===== config.mk =====
export PLATFORM = sky130hd
export DESIGN_NAME = gf180mcu_fd_sc_mcu9t5v0__fillcap_bank_ctrl
export DESIGN_NICKNAME = d
export VERILOG_FILES = /design/src/rtl/gf180mcu_fd_sc_mcu9t5v0__fillcap_bank_ctrl.sv
export SDC_FILE = /design/constraint.sdc
export NUM_CORES = 1
export LEC_CHECK = 0
export ABC_AREA = 1
export BUFFER_PORTS_ARGS = -buffer_cell sky130_fd_sc_hd__buf_2
export CORE_UTILIZATION = 47
export DETAILED_ROUTE_END_ITERATION = 16
export GPL_TIMING_DRIVEN = 0
export PLACE_DENSITY = 0.67
export SYNTH_ARGS = -nofsm -noshare
export SYNTH_HDL_FRONTEND = slang
export SYNTH_SLANG_ARGS = --single-unit

===== constraint.sdc =====
create_clock -name CLK -period 1.5 [get_ports CLK]
set_input_delay 0.3 -clock CLK [delete_from_list [all_inputs] [get_ports CLK]]
set_output_delay 0.3 -clock CLK [all_outputs]
set_load 0.03 [all_outputs]

===== src/rtl/gf180mcu_fd_sc_mcu9t5v0__fillcap_bank_ctrl.sv =====
// gf180mcu_fd_sc_mcu9t5v0__fillcap_bank_ctrl: staged on/off sequencer for a bank of fillcap segments
module gf180mcu_fd_sc_mcu9t5v0__fillcap_bank_ctrl #(
  parameter int SEGMENTS    = 8,
  parameter int STEP_CYCLES = 4
) (
`ifdef USE_POWER_PINS
  inout  wire                 VDD,
  inout  wire                 VSS,
`endif
  input  logic                CLK,
  input  logic                RST,
  input  logic                EN,
  input  logic                KILL,
  output logic [SEGMENTS-1:0] SEG_EN,
  output logic                READY,
  output logic                BUSY
);
  localparam int DW_W  = STEP_CYCLES > 1 ? $clog2(STEP_CYCLES) : 1;
  localparam int CNT_W = $clog2(SEGMENTS + 1);
  localparam logic [1:0] S_OFF = 2'd0, S_UP = 2'd1, S_ON = 2'd2, S_DN = 2'd3;
  logic [1:0]       r_state;
  logic [CNT_W-1:0] r_cnt;
  logic [DW_W-1:0]  r_dw;
  logic             w_last, w_full;
  assign w_last = r_dw == DW_W'(STEP_CYCLES - 1);
  assign w_full = r_cnt == CNT_W'(SEGMENTS);
  // KILL shares the reset path so RST+KILL yields the identical cleared state
  always_ff @(posedge CLK)
    if (RST || KILL) begin
      r_state <= S_OFF;
      r_cnt   <= '0;
      r_dw    <= '0;
    end else
      case (r_state)
        S_OFF: if (EN) begin
          r_state <= S_UP;
          r_cnt   <= CNT_W'(1);
          r_dw    <= '0;
        end
        S_UP: if (!EN) begin
          r_state <= S_DN;
          r_dw    <= '0;
        end else if (w_last) begin
          r_dw <= '0;
          if (w_full) r_state <= S_ON;
          else r_cnt <= r_cnt + 1'b1;
        end else r_dw <= r_dw + 1'b1;
        S_ON: if (!EN) begin
          r_state <= S_DN;
          r_dw    <= '0;
        end
        default: if (EN) begin
          r_state <= S_UP;
          r_dw    <= '0;
        end else if (w_last) begin
          r_dw  <= '0;
          r_cnt <= r_cnt - 1'b1;
          if (r_cnt == CNT_W'(1)) r_state <= S_OFF;
        end else r_dw <= r_dw + 1'b1;
      endcase
  for (genvar i = 0; i < SEGMENTS; i++) begin : g_seg
    assign SEG_EN[i] = r_cnt > CNT_W'(i);
  end
  assign READY = r_state == S_ON;
  assign BUSY  = r_state == S_UP || r_state == S_DN;
endmodule


==> flow_summary.toml, run 1 <==
[clocking]
clk_pin_slew_ns = 0.05
cts_buffers = 3
cts.sinks = 8
cts_max_level = 1
cts_max_path_buffers = 2
ctsHoldBuffers = 0
cts_tree = "yes"
clkLatencyLatePin_ns = 0.26
clockRootBuffer = "clkbuf_4"

[worst_setup_path]
crit_path_end_kind = "primary output"
cp_max_fo = 5
timing.rr.start = "r_state[0]"
crit_arrival_ns = 1.23
worstSetupPathType = "reg2out"
critPathLaunchType = "flip-flop"
cp-startpoint = "r_cnt[1]"
required_ns = 1.20

[die]
ioPinCount = 14
die-area_um2 = 1810
die_width_um = 42.5
initial_utilization_pct = 50.6
rows = 14
core_um2 = 1520
die_y_um = 42.5

[logic_synthesis]
synth_compound_area_share_pct = 7.63
synth_seq_area_share_pct = 20.8
netlist_instances = 122
synthXorXnorAreaFrac_pct = 0
synth_top_family_by_area = "simple AND/OR/NAND/NOR gates"
avgSynthCellArea_um2 = 6.32
yosys_warnings = 0
synthesis.area_um2 = 771
ys_types = 20
synthMuxAreaShare_pct = 1.46
syn_nets = 135
yosys.area_share.simple_pct = 44.8
ys_ff_latch = 8
synthAdderAreaFrac_pct = 14.6

[min_path]
min_from = "RST"
hold_class = "in2reg"

[final_layout]
final-seq-area_um2 = 174
fillerInstances = 126
antenna_cells = 0
layout_commonest_cell = "nand2_1"
area_growth_pct = 34.6
layout_common_cells = "nand2_1 (32), nor2_1 (13), buf_4 (12)"
final_area_um2 = 1040
multiInputGateArea_um2 = 596
final_layout_size_suffix_gt1_share_pct = 44.4
final_cells = 160
final_nets = 159

[routing]
drt-pass1-iter-count = 4
post_drt_wl_per_cell_um = 11.9
totalWireLength_mm = 1.91
num_vias = 836
vias_per_cell = 5.23
final_antenna_net_count = 0
drt-initial-drc-count = 25
drc = 0

[status]
failed_checks = "negative setup slack"
outcome = "finished with violations"

[power]
ir_drop_mv = 0.588
power_density_nw_per_um2 = 663
p_total_uw = 688
p_leak_uw = 0.000541

[placement]
placed_cells = 151
place_congestion = 0.863
dp_hpwl_mm = 1.22
placed_area_um2 = 861
portBuffers = 13

[timing]
timing.final.crit_share_pct = 102
hold_viol = 0
worst_slack_ns = -0.0336
tightest_slew_ns = 0.491
holdWs_ns = 0.395
slew_headroom_pct = 67.1
drv_slew = 0
fmax_mhz = 652
fin_skew_ns = 0.00685
rsz0062_at_grt = "true"
fin_tns_setup_ns = -0.0336
fin_crit_ns = 1.53
setup_violations = 1

[global_route]
grt_remaining_overflow = 0
grt_max_degree = 9
antenna_found_initial = 0
grt_pass1_wl_mm = 3.12
grt_util_all_layers_pct = 23.0
grt_pass1_vias = 717

[flow_run]
drv_cap = 0
[power by group]
part,internal (uW),switching [uW],total (uW)
combinational,109,181,290
clock,91.4,71.4,163
sequential,221,13.8,235
[flip-flops by register name (all words and copies together) (netlist names)]
| name | cells |
|---|---|
| r_state | 2 |
| r_cnt | 4 |
| r_dw | 2 |
[critical path, stage by stage, from the launching register on]
cell and delay [ns]:
dfxtp_4 0.37, inv_6 0.05, ha_4 0.16, o31ai_2 0.20
buf_4 0.19
[area by class of cell]
type,count,area share [%]
multi-input cells,94,57.4
clock buffers,3,2.17
well taps,16,1.93
plain buffers,2,1.09
flip-flops and latches,8,16.8
repair buffers,20,13.5
inverters,17,7.12
[routing by layer]
layer | vias up | track usage, % | part of all wire, %
li1 | 425 | - | -
met1 | 370 | 31.7 | 44
met2 | 34 | 32.6 | 48
met3 | 7 | 3.02 | 5.4
met4 | 0 | 16.3 | 2.9
met5 | - | 0 | 0
[worst paths after layout]
| check | cells past startpoint | to | slack [ns] |
|---|---|---|---|
| hold reg to reg | 2 | r_dw[0] | 0.47 |
| hold / removal | 4 | r_cnt[1] | 0.39 |
| setup / recovery | 4 | SEG_EN[5] | -0.03 |
| setup reg to reg | 9 | r_cnt[3] | 0.13 |
[kinds of logic (layout without fill, tap and decap cells)]
kind of cell    count (synthesis)  count (layout)
simple gates                   73              73
buf+inv                        20              42
compound gates                 11              11
fa+ha+maj                       9               9
flops                           8               8
mux                             1               1
[cell usage after synthesis]
library cell   n  area, um^2
nand2_1       34         128
nor2_1        15        56.3
inv_1         13        48.8
ha_1           9         113
nand3_1        9        45.0
dfxtp_1        8         160
o21ai_0        6        30.0
nor2_2         5        31.3
inv_2          4        15.0
a21oi_1        3        15.0
nand2_2        3        18.8
buf_4          2        15.0
nand3_2        2        20.0
nand4_1        2        12.5
nor2_4         2        22.5
a31oi_1        1        6.26
clkbuf_1       1        3.75
mux2_2         1        11.3
nand2_4        1        11.3
o31ai_1        1        7.51
[repair_timing]
item | in CTS | in global routing
hold endpoints to repair | 0 | 0
setup endpoints to repair | 10 | 13
gates resized for setup | 19 | 22
setup buffers | 4 | 3
pin swaps | 3 | 6
[metrics by stage]
stage | setup slack [ns] | utilization, %
after floorplan | -0.137 | -
after global placement | -0.120 | 56.5
after detailed placement | -0.125 | 56.5
after CTS | -0.0405 | 63.1
after global routing | -0.0888 | 68.1
final | -0.0336 | 68.1
Power figures use the tool's default switching activity.
==> inputs of run 2 (changes only) <==
Settings changed: CORE_UTILIZATION 47 to 50, PLACE_DENSITY 0.67 to not set, PLACE_DENSITY_LB_ADDON set to 0.05.
==> run 2 against run 1 <==
The run still ends with negative setup slack left; critical path depth did not move; via count rose by 0.84%; wire length is 2.8% higher; combinational power grew 9.3%; clock skew shrank 0.0027 ns; sequential power hardly changed; flip-flop and latch count did not move; worst hold slack gained 0.0052 ns; total power grew 3.0%; sequential share of layout area fell by 1.0 points; setup slack gained 0.026 ns; cell area rose by 6.4%.
==> flow_summary.toml, run 2 (synthesis gave the netlist of run 1 again) <==
[routing]
post_drt_wl_per_cell_um = 12.0
drt-pass1-iter-count = 4
num_vias = 843
totalWireLength_mm = 1.96
final_antenna_net_count = 0
drc = 0
vias_per_cell = 5.17
drt-initial-drc-count = 20

[clocking]
cts.sinks = 8
clk_pin_slew_ns = 0.05
clockRootBuffer = "clkbuf_4"
cts_buffers = 3
cts_max_level = 1
ctsHoldBuffers = 0
cts_tree = "yes"
clkLatencyLatePin_ns = 0.25
cts_max_path_buffers = 2

[power]
p_leak_uw = 0.000577
power_density_nw_per_um2 = 642
ir_drop_mv = 0.567

[final_layout]
final-seq-area_um2 = 174
antenna_cells = 0
area_growth_pct = 43.2
final_layout_size_suffix_gt1_share_pct = 46.6
fillerInstances = 105
layout_common_cells = "nand2_1 (30), nor2_1 (15), buf_4 (11)"
final_nets = 163
layout_commonest_cell = "nand2_1"
largest_reg_flops = 4
multiInputGateArea_um2 = 618
top_regs = "r_cnt x4, r_dw x2, r_state x2"
top_register = "r_cnt"
final_util_pct = 80.8

[die]
ioPinCount = 14
rows = 13
initial_utilization_pct = 56.4
die-area_um2 = 1700
die_width_um = 41.3
die_y_um = 41.3
core_um2 = 1370

[timing]
fin_skew_ns = 0.00416
worst_slack_ns = -0.00792
rsz0062_at_grt = "true"
tightest_slew_ns = 0.521
drv_slew = 0
timing.final.crit_share_pct = 101
hold_viol = 0
fmax_mhz = 663
setup_violations = 1
fin_crit_ns = 1.51
slew_headroom_pct = 65.1

[worst_setup_path]
cp_max_fo = 4
rr_worst_depth = 11
ff2ff_setup_slack_ns = 0.09
critPathLaunchType = "flip-flop"
cp_cell_sequence = "inv_6 -> ha_4 -> o31ai_4 -> buf_6"
critPathMaxStageDelay_ns = 0.37
timing.rr.start = "r_state[1]"
required_ns = 1.20
worstSetupPathType = "reg2out"
slowest_stage = "dfxtp_4"
crit_arrival_ns = 1.21
r2r_end = "r_state[0]"
crit_path_end_kind = "primary output"

[status]
outcome = "finished with violations"
failed_checks = "negative setup slack"

[min_path]
hold_class = "in2reg"
min_to = "r_state[1]"
worstHoldPathCells = 4
min_from = "RST"

[placement]
place_congestion = 0.750
portBuffers = 13
dp_hpwl_mm = 1.26
place_ws_ns = -0.129

[global_route]
grt_util_all_layers_pct = 21.4
grt_max_degree = 9
grt_pass1_wl_mm = 2.35
antenna_found_initial = 0
grt_pass1_vias = 580
grt_remaining_overflow = 0

[flow_run]
drv_cap = 0
==> run 2: repair_timing <==
item / in CTS / in global routing
buffers inserted: 6 / 4
endpoints found under the hold margin: 0 / 0
setup endpoints to repair: 10 / 11
gates resized for setup: 20 / 29
pin swaps: 3 / 8
gates cloned: 0 / 0
==> run 2: stage by stage <==
step	std cells	cell area [um^2]	hold WS [ns]	setup TNS [ns]	total power (uW)
after CTS	159	986	0.379	-0.0320	672
after global routing	163	1100	0.429	-0.149	758
after global placement	150	860	0.465	-0.101	477
after floorplan	122	776	0.447	-0.187	427
final	163	1100	0.400	-0.00792	708
after detailed placement	150	860	0.469	-0.175	482
==> run 2: area by class of cell <==
| type | instances | area share (%) |
|---|---|---|
| clock buffers | 3 | 2.04 |
| multi-input cells | 94 | 56.0 |
| well taps | 15 | 1.70 |
| plain buffers | 3 | 2.04 |
| inverters | 17 | 6.92 |
| flip-flops and latches | 8 | 15.8 |
| repair buffers | 23 | 15.5 |
==> run 2: how the worst max path moves through the flow <==
stage,start,end,slack (ns),depth (start not counted)
detailed placement,r_cnt[0],SEG_EN[5],-0.13,4
finish,r_cnt[1],SEG_EN[5],-0.008,4
CTS,r_cnt[0],SEG_EN[5],-0.03,4
global route,r_cnt[1],SEG_EN[5],-0.07,4
floorplan,r_cnt[0],SEG_EN[5],-0.14,3
global placement,r_cnt[0],SEG_EN[5],-0.10,4
==> run 2: power by group <==
part	total (uW)	internal (uW)	switching (uW)
Clock	155	90.9	64.3
Combinational	317	124	193
Sequential	235	222	13.7
Total	708	437	271
==> run 2: layer usage <==
| metal | part of all wire, % | global-route usage, % | vias up | wire, um |
|---|---|---|---|---|
| met5 | 0 | 0 | - | 0 |
| met4 | 0.66 | 9.68 | 0 | 13 |
| met3 | 3.1 | 3.26 | 2 | 61 |
| met2 | 48 | 32.8 | 22 | 932 |
| met1 | 49 | 29.0 | 379 | 952 |
| li1 | - | - | 440 | - |
==> run 2: worst max-delay path: cells and delay by family, from the launching register on <==
kind                       cells  cell delay, ns
AOI/OAI and AO/OA              1            0.22
DFF                            1            0.37
adders and majority gates      1            0.17
buffers and inverters          2            0.21
